`config.mk`:
```
export PLATFORM = sky130hd
export DESIGN_NAME = digit_matcher_flat
export DESIGN_NICKNAME = d
export VERILOG_FILES = /design/src/rtl/digit_matcher_if.sv /design/src/rtl/digit_matcher.sv /design/src/flat_wrapper.sv
export SDC_FILE = /design/constraint.sdc
export NUM_CORES = 1
export LEC_CHECK = 0
export CELL_PAD_IN_SITES_DETAIL_PLACEMENT = 1
export CELL_PAD_IN_SITES_GLOBAL_PLACEMENT = 2
export CORE_ASPECT_RATIO = 1.75
export CORE_MARGIN = 4
export CORE_UTILIZATION = 47
export CTS_CLUSTER_SIZE = 40
export DETAILED_ROUTE_END_ITERATION = 8
export DONT_BUFFER_PORTS = 1
export PLACE_DENSITY = 0.82
export RECOVER_POWER = 100
export SYNTH_ARGS = -nofsm -noshare
export SYNTH_HDL_FRONTEND = slang
export SYNTH_SLANG_ARGS = --single-unit
```
`constraint.sdc`:
```
create_clock -name clk -period 11.12 [get_ports clk]
set_clock_uncertainty 0.2 [all_clocks]
set_input_delay 2.224 -clock clk [delete_from_list [all_inputs] [get_ports clk]]
set_output_delay 2.224 -clock clk [all_outputs]
set_load 0.05 [all_outputs]
```
`src/rtl/digit_matcher_if.sv`:
```
// Bus between the digit matcher and its host: sample buffer writes, run control,
// template-ROM lookup and the match result.
interface digit_matcher_if;
    logic        start;
    logic        sample_we;
    logic [3:0]  sample_addr;
    logic [0:15] sample_row;
    logic [3:0]  tmpl_sel;
    logic [3:0]  tmpl_addr;
    logic [0:15] tmpl_row;
    logic        busy;
    logic        done;
    logic        valid;
    logic [3:0]  digit;
    logic [8:0]  score;

    modport slave (
        input  start, sample_we, sample_addr, sample_row, tmpl_row,
        output tmpl_sel, tmpl_addr, busy, done, valid, digit, score
    );

    modport master (
        output start, sample_we, sample_addr, sample_row, tmpl_row,
        input  tmpl_sel, tmpl_addr, busy, done, valid, digit, score
    );
endinterface

```
`src/rtl/digit_matcher.sv`:
```
// Scores a 16x16 binarized sample against NUM_TMPL templates, one row per cycle,
// and reports the template with the most matching pixels (ties keep the lower index).
module digit_matcher #(
    parameter int NUM_TMPL = 10
) (
    input  logic           clk,
    input  logic           rst_n,
    digit_matcher_if.slave bus
);
    localparam logic [3:0] LAST_SEL = 4'(NUM_TMPL - 1);

    typedef enum logic [1:0] {IDLE, SCAN, DONE} state_t;

    state_t      state;
    logic [0:15] sample [16];
    logic [3:0]  sel_q;
    logic [3:0]  addr_q;
    logic [8:0]  acc;
    logic [8:0]  best_score;
    logic [3:0]  best_digit;
    logic        busy_q;
    logic        done_q;
    logic        valid_q;
    logic [3:0]  digit_q;
    logic [8:0]  score_q;

    logic [0:15] same_bits;
    logic [4:0]  row_match;
    logic [8:0]  total;

    always_comb begin
        same_bits = ~(sample[addr_q] ^ bus.tmpl_row);
        row_match = '0;
        for (int i = 0; i < 16; i++) begin
            row_match = row_match + 5'(same_bits[i]);
        end
        total = acc + {4'd0, row_match};
    end

    always_ff @(posedge clk or negedge rst_n) begin
        if (!rst_n) begin
            state      <= IDLE;
            sel_q      <= '0;
            addr_q     <= '0;
            acc        <= '0;
            best_score <= '0;
            best_digit <= '0;
            busy_q     <= 1'b0;
            done_q     <= 1'b0;
            valid_q    <= 1'b0;
            digit_q    <= '0;
            score_q    <= '0;
            for (int r = 0; r < 16; r++) begin
                sample[r] <= '0;
            end
        end else begin
            done_q <= 1'b0;
            case (state)
                IDLE: begin
                    if (bus.sample_we) begin
                        sample[bus.sample_addr] <= bus.sample_row;
                    end
                    if (bus.start) begin
                        state      <= SCAN;
                        busy_q     <= 1'b1;
                        sel_q      <= '0;
                        addr_q     <= '0;
                        acc        <= '0;
                        best_score <= '0;
                        best_digit <= '0;
                        valid_q    <= 1'b0;
                    end
                end
                SCAN: begin
                    if (addr_q == 4'd15) begin
                        acc    <= '0;
                        addr_q <= '0;
                        // Template 0 always seeds the best, so an all-zero score still reports digit 0
                        if (total > best_score || sel_q == 4'd0) begin
                            best_score <= total;
                            best_digit <= sel_q;
                        end
                        if (sel_q == LAST_SEL) begin
                            state <= DONE;
                            sel_q <= '0;
                        end else begin
                            sel_q <= sel_q + 4'd1;
                        end
                    end else begin
                        acc    <= total;
                        addr_q <= addr_q + 4'd1;
                    end
                end
                DONE: begin
                    state   <= IDLE;
                    busy_q  <= 1'b0;
                    done_q  <= 1'b1;
                    valid_q <= 1'b1;
                    digit_q <= best_digit;
                    score_q <= best_score;
                end
                default: state <= IDLE;
            endcase
        end
    end

    assign bus.tmpl_sel  = sel_q;
    assign bus.tmpl_addr = addr_q;
    assign bus.busy      = busy_q;
    assign bus.done      = done_q;
    assign bus.valid     = valid_q;
    assign bus.digit     = digit_q;
    assign bus.score     = score_q;
endmodule

```
`src/flat_wrapper.sv`:
```
// flat-port wrapper written by rule: the top's interface ports become plain ports
module digit_matcher_flat 
#(
    parameter int NUM_TMPL = 10
)
  (clk, rst_n, bus_start, bus_sample_we, bus_sample_addr, bus_sample_row, bus_tmpl_row, bus_tmpl_sel, bus_tmpl_addr, bus_busy, bus_done, bus_valid, bus_digit, bus_score);
  digit_matcher_if bus_i ();
  input  logic clk;
  input  logic rst_n;
  input wire logic [$bits(bus_i.start)-1:0] bus_start;
  input wire logic [$bits(bus_i.sample_we)-1:0] bus_sample_we;
  input wire logic [$bits(bus_i.sample_addr)-1:0] bus_sample_addr;
  input wire logic [$bits(bus_i.sample_row)-1:0] bus_sample_row;
  input wire logic [$bits(bus_i.tmpl_row)-1:0] bus_tmpl_row;
  output wire logic [$bits(bus_i.tmpl_sel)-1:0] bus_tmpl_sel;
  output wire logic [$bits(bus_i.tmpl_addr)-1:0] bus_tmpl_addr;
  output wire logic [$bits(bus_i.busy)-1:0] bus_busy;
  output wire logic [$bits(bus_i.done)-1:0] bus_done;
  output wire logic [$bits(bus_i.valid)-1:0] bus_valid;
  output wire logic [$bits(bus_i.digit)-1:0] bus_digit;
  output wire logic [$bits(bus_i.score)-1:0] bus_score;
  assign bus_i.start = bus_start;
  assign bus_i.sample_we = bus_sample_we;
  assign bus_i.sample_addr = bus_sample_addr;
  assign bus_i.sample_row = bus_sample_row;
  assign bus_i.tmpl_row = bus_tmpl_row;
  assign bus_tmpl_sel = bus_i.tmpl_sel;
  assign bus_tmpl_addr = bus_i.tmpl_addr;
  assign bus_busy = bus_i.busy;
  assign bus_done = bus_i.done;
  assign bus_valid = bus_i.valid;
  assign bus_digit = bus_i.digit;
  assign bus_score = bus_i.score;
  digit_matcher #(.NUM_TMPL(NUM_TMPL)) u_core (.clk(clk), .rst_n(rst_n), .bus(bus_i));
endmodule
```
# Word level (Yosys, flattened, before mapping)
# Cells that the tools add are included.
[classes]
n_eq_ne = 8
n_bitwise = 4
n_reduce_logical = 12
magnitude_cmp = 4
n_mux = 30
addsub = 18
[ops]
columns = ["cell", "count"]
rows = [
  ["$bwmux 256", 1],
  ["$add 5x1->5", 14],
  ["$bmux 16 s4", 1],
  ["$demux 16 s4", 1],
  ["$mux 16", 3],
  ["$mux 9", 4],
  ["$pmux 9 s2", 2],
  ["$mux 4", 6],
  ["$pmux 4 s2", 3],
  ["$not 16->16", 1],
  ["$xor 16x16->16", 1],
  ["$ge 5x5->1 const B", 2],
  ["$not 4->5", 2],
  ["$add 9x5->9", 1],
  ["$gt 9x9->1", 1],
  ["$add 4x1->4 const B", 2],
  ["$eq 4x4->1 const B", 2],
  ["$mux 2", 3],
  ["$ne 2x1->1 const B", 3],
  ["$reduce_and 2->1", 3],
  ["$reduce_and 3->1", 2],
  ["$lt 5x1->1 const B", 1],
  ["$logic_not 4->1", 1],
  ["$pmux 1 s2", 2],
  ["other kinds (11)", 14],
]
[word_totals]
register_bits = 304
wordCells = 103
out_inout_bits = 24

# Longest topological paths before layout
[depth]
word_depth = 27
ltp_mapped = 31
depth_no_buf = 27

# Worst setup path before layout
# Ideal clock, no wire load.
[synth_timing]
kind = "input to register"
startpoint = "input port bus_tmpl_row[14]"
endpoint = "register u_core.best_digit[0]"
path_buffers = 1
setup_time_ns = 0.122
path_stages = 23
required_ns = 10.798
path_slack_ns = 2.538
arrival_time_ns = 8.260
cell_sequence = "xnor2_1 -> ha_1 -> inv_1 -> fa_1 -> fa_1 -> fa_1 -> inv_1 -> fa_1 -> fa_1 -> inv_1 -> fa_1 -> inv_1 -> ha_1 -> a211oi_1 -> nor2_1 -> or4_1 -> o311ai_0 -> ha_1 -> and4_1 -> a211oi_1 -> o21ai_0 -> clkbuf_1 -> a32o_1"
[synth_between]
elab_chain_len = 22
[synth_rtl]
columns = ["item", "line_no", "rtl"]
rows = [
  ["start, declared", "flat_wrapper.sv:14", "input wire logic [$bits(bus_i.tmpl_row)-1:0] bus_tmpl_row;"],
  ["$xor 16x16->16", "digit_matcher.sv:32", "same_bits = ~(sample[addr_q] ^ bus.tmpl_row);"],
  ["$not 16->16", "digit_matcher.sv:32", ""],
  ["$add 1x1->2", "digit_matcher.sv:35", "row_match = row_match + 5'(same_bits[i]);"],
  ["$add 5x1->5 (14 in series)", "digit_matcher.sv:35", ""],
  ["$add 9x5->9", "digit_matcher.sv:37", "total = acc + {4'd0, row_match};"],
  ["$gt 9x9->1", "digit_matcher.sv:79", "if (total > best_score || sel_q == 4'd0) begin"],
  ["$logic_or 1x1->1", "digit_matcher.sv:79", ""],
  ["$ne 2x1->1 (no line)", "n/a", ""],
  ["$reduce_and 4->1 (no line)", "n/a", ""],
  ["end signal, assigned", "digit_matcher.sv:81", "best_digit <= sel_q;"],
  ["end, declared", "digit_matcher.sv:20", "logic [3:0] best_digit;"],
]
# Every way passes these cells.
# A chain may end at the register's enable or synchronous reset.

# Worst setup path after layout
[layout_timing]
startpoint = "register u_core.addr_q[0] (netlist: u_core.bus.tmpl_addr[0])"
endpoint = "register u_core.best_digit[1]"
[layout_between]
elab_chain_len = 26
word_cells_on_any_way = 28
classes_between = "16 x add/sub; 1 x order compare; 3 x eq/ne; 3 x mux; 3 x bitwise; 2 x reduce/logical"
[layout_rtl]
columns = ["item", "line_no", "rtl"]
rows = [
  ["start, declared", "digit_matcher.sv:17", "logic [3:0] addr_q;"],
  ["start signal, assigned", "digit_matcher.sv:91", "addr_q <= addr_q + 4'd1;"],
  ["$not 4->5 (implied by the code)", "digit_matcher.sv:32", ""],
  ["$bmux 16 s4", "digit_matcher.sv:32", ""],
  ["$mux 16 (implied by the code) (2 in series)", "digit_matcher.sv:32", ""],
  ["$xor 16x16->16", "digit_matcher.sv:32", ""],
  ["$not 16->16", "digit_matcher.sv:32", ""],
  ["$add 1x1->2", "digit_matcher.sv:35", ""],
  ["$add 5x1->5 (14 in series)", "digit_matcher.sv:35", ""],
  ["$add 9x5->9", "digit_matcher.sv:37", ""],
  ["$gt 9x9->1", "digit_matcher.sv:79", ""],
  ["$logic_or 1x1->1", "digit_matcher.sv:79", ""],
  ["$ne 2x1->1 (no line)", "n/a", ""],
  ["$reduce_and 4->1 (no line) *", "n/a", ""],
]
# Mark *: on every way between the ends. The rest lies on a longest branch, timed or not. The select of a mux whose other input is x is not followed.

==> reports/results.tsv <==
stage	metric	value	unit
timing	rsz0062_at_grt	no	
timing	worstMarginPinSlew	2510	ps
yosys	yosysWarnings	0	
yosys	synth_area	0.0146	mm^2
worst_setup_path	cp_max_fo	43	
placed_design	dp_cells	1308	
cts	post_cts_buffers	0	
yosys	syn_inst	963	
status	failed_checks	max-capacitance violations, max-slew violations	
die	die_h	241	um
die	die_w	141	um
pwr	peakVddDrop	0.000220	V
die	rows	85	
finish	fin_nets	1021	
drt	drc_errors	0	
placed_design	place.gp.congestion	0.789	
yosys	synth_edf_count	0	
run	drv_cap	13	
yosys	avgSynthCellArea	15.1	um^2
worst_setup_path	worst-r2r-cell-count	26	
placed_design	dpl_worst_slack	1650	ps
cts	clkLatencyLatePin	560	ps
yosys	syn_nets	1037	
drt	vias_per_cell	6.02	
grt	grt_usage	0.222	
die	start_util	0.475	
placed_design	dp_hpwl	23500	um
grt	antenna_found_initial	0	
timing	max_freq	105	MHz
finish	nFillCells	2970	
worst_setup_path	path_depth	26	
cts	clk_pin_slew	60	ps
yosys	ys_seq_area_frac	0.523	
cts	root_buffer	clkbuf_16	
die	ios	64	
finish	diodes	0	
yosys	synthTopCellsByArea	dfrtp_1, mux2_2, mux4_2	
worst_setup_path	crit_buf_inv	6	
worst_setup_path	cp_common_cell	fa_1	
drt	firstDrtPassIters	4	
grt	grt_pass1_vias	9330	
drt	drt_first_iter_violations	377	
worst_setup_path	critical_path_required	11400	ps
finish	multi_input_area	0.00643	mm^2
finish	mostFrequentLayoutCells	dfrtp_1, mux2_2, mux4_2	
die	coreArea	0.0306	mm^2
worst_setup_path	cp_data_arrival_time	9850	ps
pwr	power_density	174	mW/mm^2
finish	final_common_cell	dfrtp_1	
worst_setup_path	critPathLaunchType	register	
yosys	async_flop_share	1.00	
timing	hold_viol	0	
drt	vias	8166	
grt	grt_pass1_wl	56600	um
die	die_area	0.0340	mm^2
timing	finalCriticalPeriod	9570	ps
finish	syn2layout_area_growth	7.44	%
finish	final_cells	1357	
cts	cts_resized	0	
worst_hold_path	min_path_cells	1	
worst_setup_path	critical_path_class	reg -> reg	
worst_setup_path	cp_slowest_cell	dfrtp_4	
status	status	finished with violations	
worst_setup_path	worst_path_largest_cell_delay	1100	ps
timing	setup_ws	1550	ps
grt	grt_max_degree	305	
finish	fin_util	0.510	
grt	globalRouteOverflowTotal	0	
yosys	synth.top_cell.area_share	0.523	
placed_design	portBuffers	0	
cts	clk_path_buf_depth	3	
yosys	synth-main-ff-cell	dfrtp_1	
timing	fin_tns_setup	0	ps
finish	seqCellArea	0.00761	mm^2
worst_setup_path	crit_path_end_kind	register	
cts	tritoncts	built	
cts	htree_levels	1	
yosys	synth_area_leader_cell	dfrtp_1	
worst_hold_path	hold_class	reg -> reg	
cts	cts_buffers	28	
finish	drive_above_1_share	0.394	
timing	slew_violations	201	
timing	period_share	0.860	
timing	setup_viol	0	
pwr	p_leak	7.46	nW
worst_setup_path	cp_top_family	adder cells	
drt	ant_nets	0	
drt	routed_wl	36900	um
drt	routedWlPerCell	27.2	um
cts	ctsHoldBuffers	0	
yosys	ys_ff_latch	304	
cts	clkSinkCount	304	
timing	max_slew_margin	-0.683	
yosys	yosysUniqueCellTypes	52	
area by class of cell:
cell class / instances / share of cell area
clock inverters: 8 / 0.00448
repair buffers: 17 / 0.00528
inverters: 35 / 0.00840
flip-flops and latches: 304 / 0.487
multi-input cells: 561 / 0.411
clock buffers: 41 / 0.0525
well taps: 391 / 0.0313
layer usage:
metal | GRT usage | part of all wire
met1 | 0.249 | 0.36
met2 | 0.415 | 0.55
met3 | 0.0297 | 0.041
met4 | 0.103 | 0.046
met5 | 0 | 0
state kept, by name, summed over array words and instances, names as in the netlist:
| signal | cells |
|---|---|
| u_core.bus.digit | 4 |
| u_core.bus.tmpl_sel | 4 |
| u_core.bus.tmpl_addr | 4 |
| u_core.bus.done | 1 |
| u_core.bus.score | 9 |
| u_core.state | 2 |
| u_core.sample | 256 |
| u_core.bus.busy | 1 |
| u_core.acc | 9 |
| u_core.bus.valid | 1 |
| u_core.best_score | 9 |
| u_core.best_digit | 4 |
Yosys cell counts, types with 2 or more instances:
| library cell | number |
|---|---|
| dfrtp_1 | 304 |
| mux2_2 | 252 |
| mux4_2 | 80 |
| clkbuf_1 | 37 |
| inv_1 | 35 |
| nand2_1 | 29 |
| ha_1 | 23 |
| o21ai_0 | 21 |
| xnor2_1 | 18 |
| nor2_1 | 14 |
| a21oi_1 | 13 |
| a32o_1 | 13 |
| buf_2 | 11 |
| fa_1 | 11 |
| mux2_4 | 10 |
| nand3_1 | 10 |
| a22o_1 | 8 |
| a21o_1 | 6 |
| buf_1 | 5 |
| buf_6 | 5 |
| nand2b_1 | 5 |
| nor2b_1 | 5 |
| buf_4 | 4 |
| xor2_1 | 4 |
| a211oi_1 | 3 |
| nor2_4 | 3 |
| and2_1 | 2 |
| and3_1 | 2 |
| and4_1 | 2 |
| nand4b_1 | 2 |
| o211ai_1 | 2 |
| o21a_1 | 2 |
| o21bai_1 | 2 |
| or3_1 | 2 |
through the flow:
stage	power, mW	instance area (um^2)	hold WS [ps]
2_1_floorplan	1.63	14600	256
3_3_place_gp	1.78	14900	273
3_5_place_dp	1.79	14900	282
4_1_cts	2.75	15800	297
5_1_grt	2.87	15600	305
6_report	2.72	15600	289
final timing paths:
| path | startpoint | slack, ps | endpoint |
|---|---|---|---|
| setup / recovery | u_core.bus.tmpl_addr[0] | 1550 | u_core.best_digit[1] |
| setup reg to reg | u_core.bus.tmpl_addr[0] | 1550 | u_core.best_digit[1] |
| min in group asynchronous | rst_n | 1170 | u_core.bus.tmpl_sel[1] |
| max in group asynchronous | rst_n | 9090 | u_core.sample[37] |
| hold reg to reg | u_core.sample[249] | 290 | u_core.sample[249] |
| hold / removal | u_core.sample[249] | 290 | u_core.sample[249] |
where the power goes:
group          leakage, nW  switching, mW  internal, mW
Combinational         2.86          0.340         0.252
Sequential            4.17         0.0236          1.15
Clock                0.436          0.419         0.533
Total                 7.46          0.783          1.93
kinds of logic after synthesis:
kind of cell,count (synthesis),share of synthesized area
muxes,342,0.329
DFF,304,0.523
buffers and inverters,98,0.0306
and+or+nand+nor,85,0.0316
AOI/OAI and AO/OA,78,0.0377
adders and majority gates,34,0.0349
xor gates and xnor gates,22,0.0132
(Power assumes the default switching activity.)
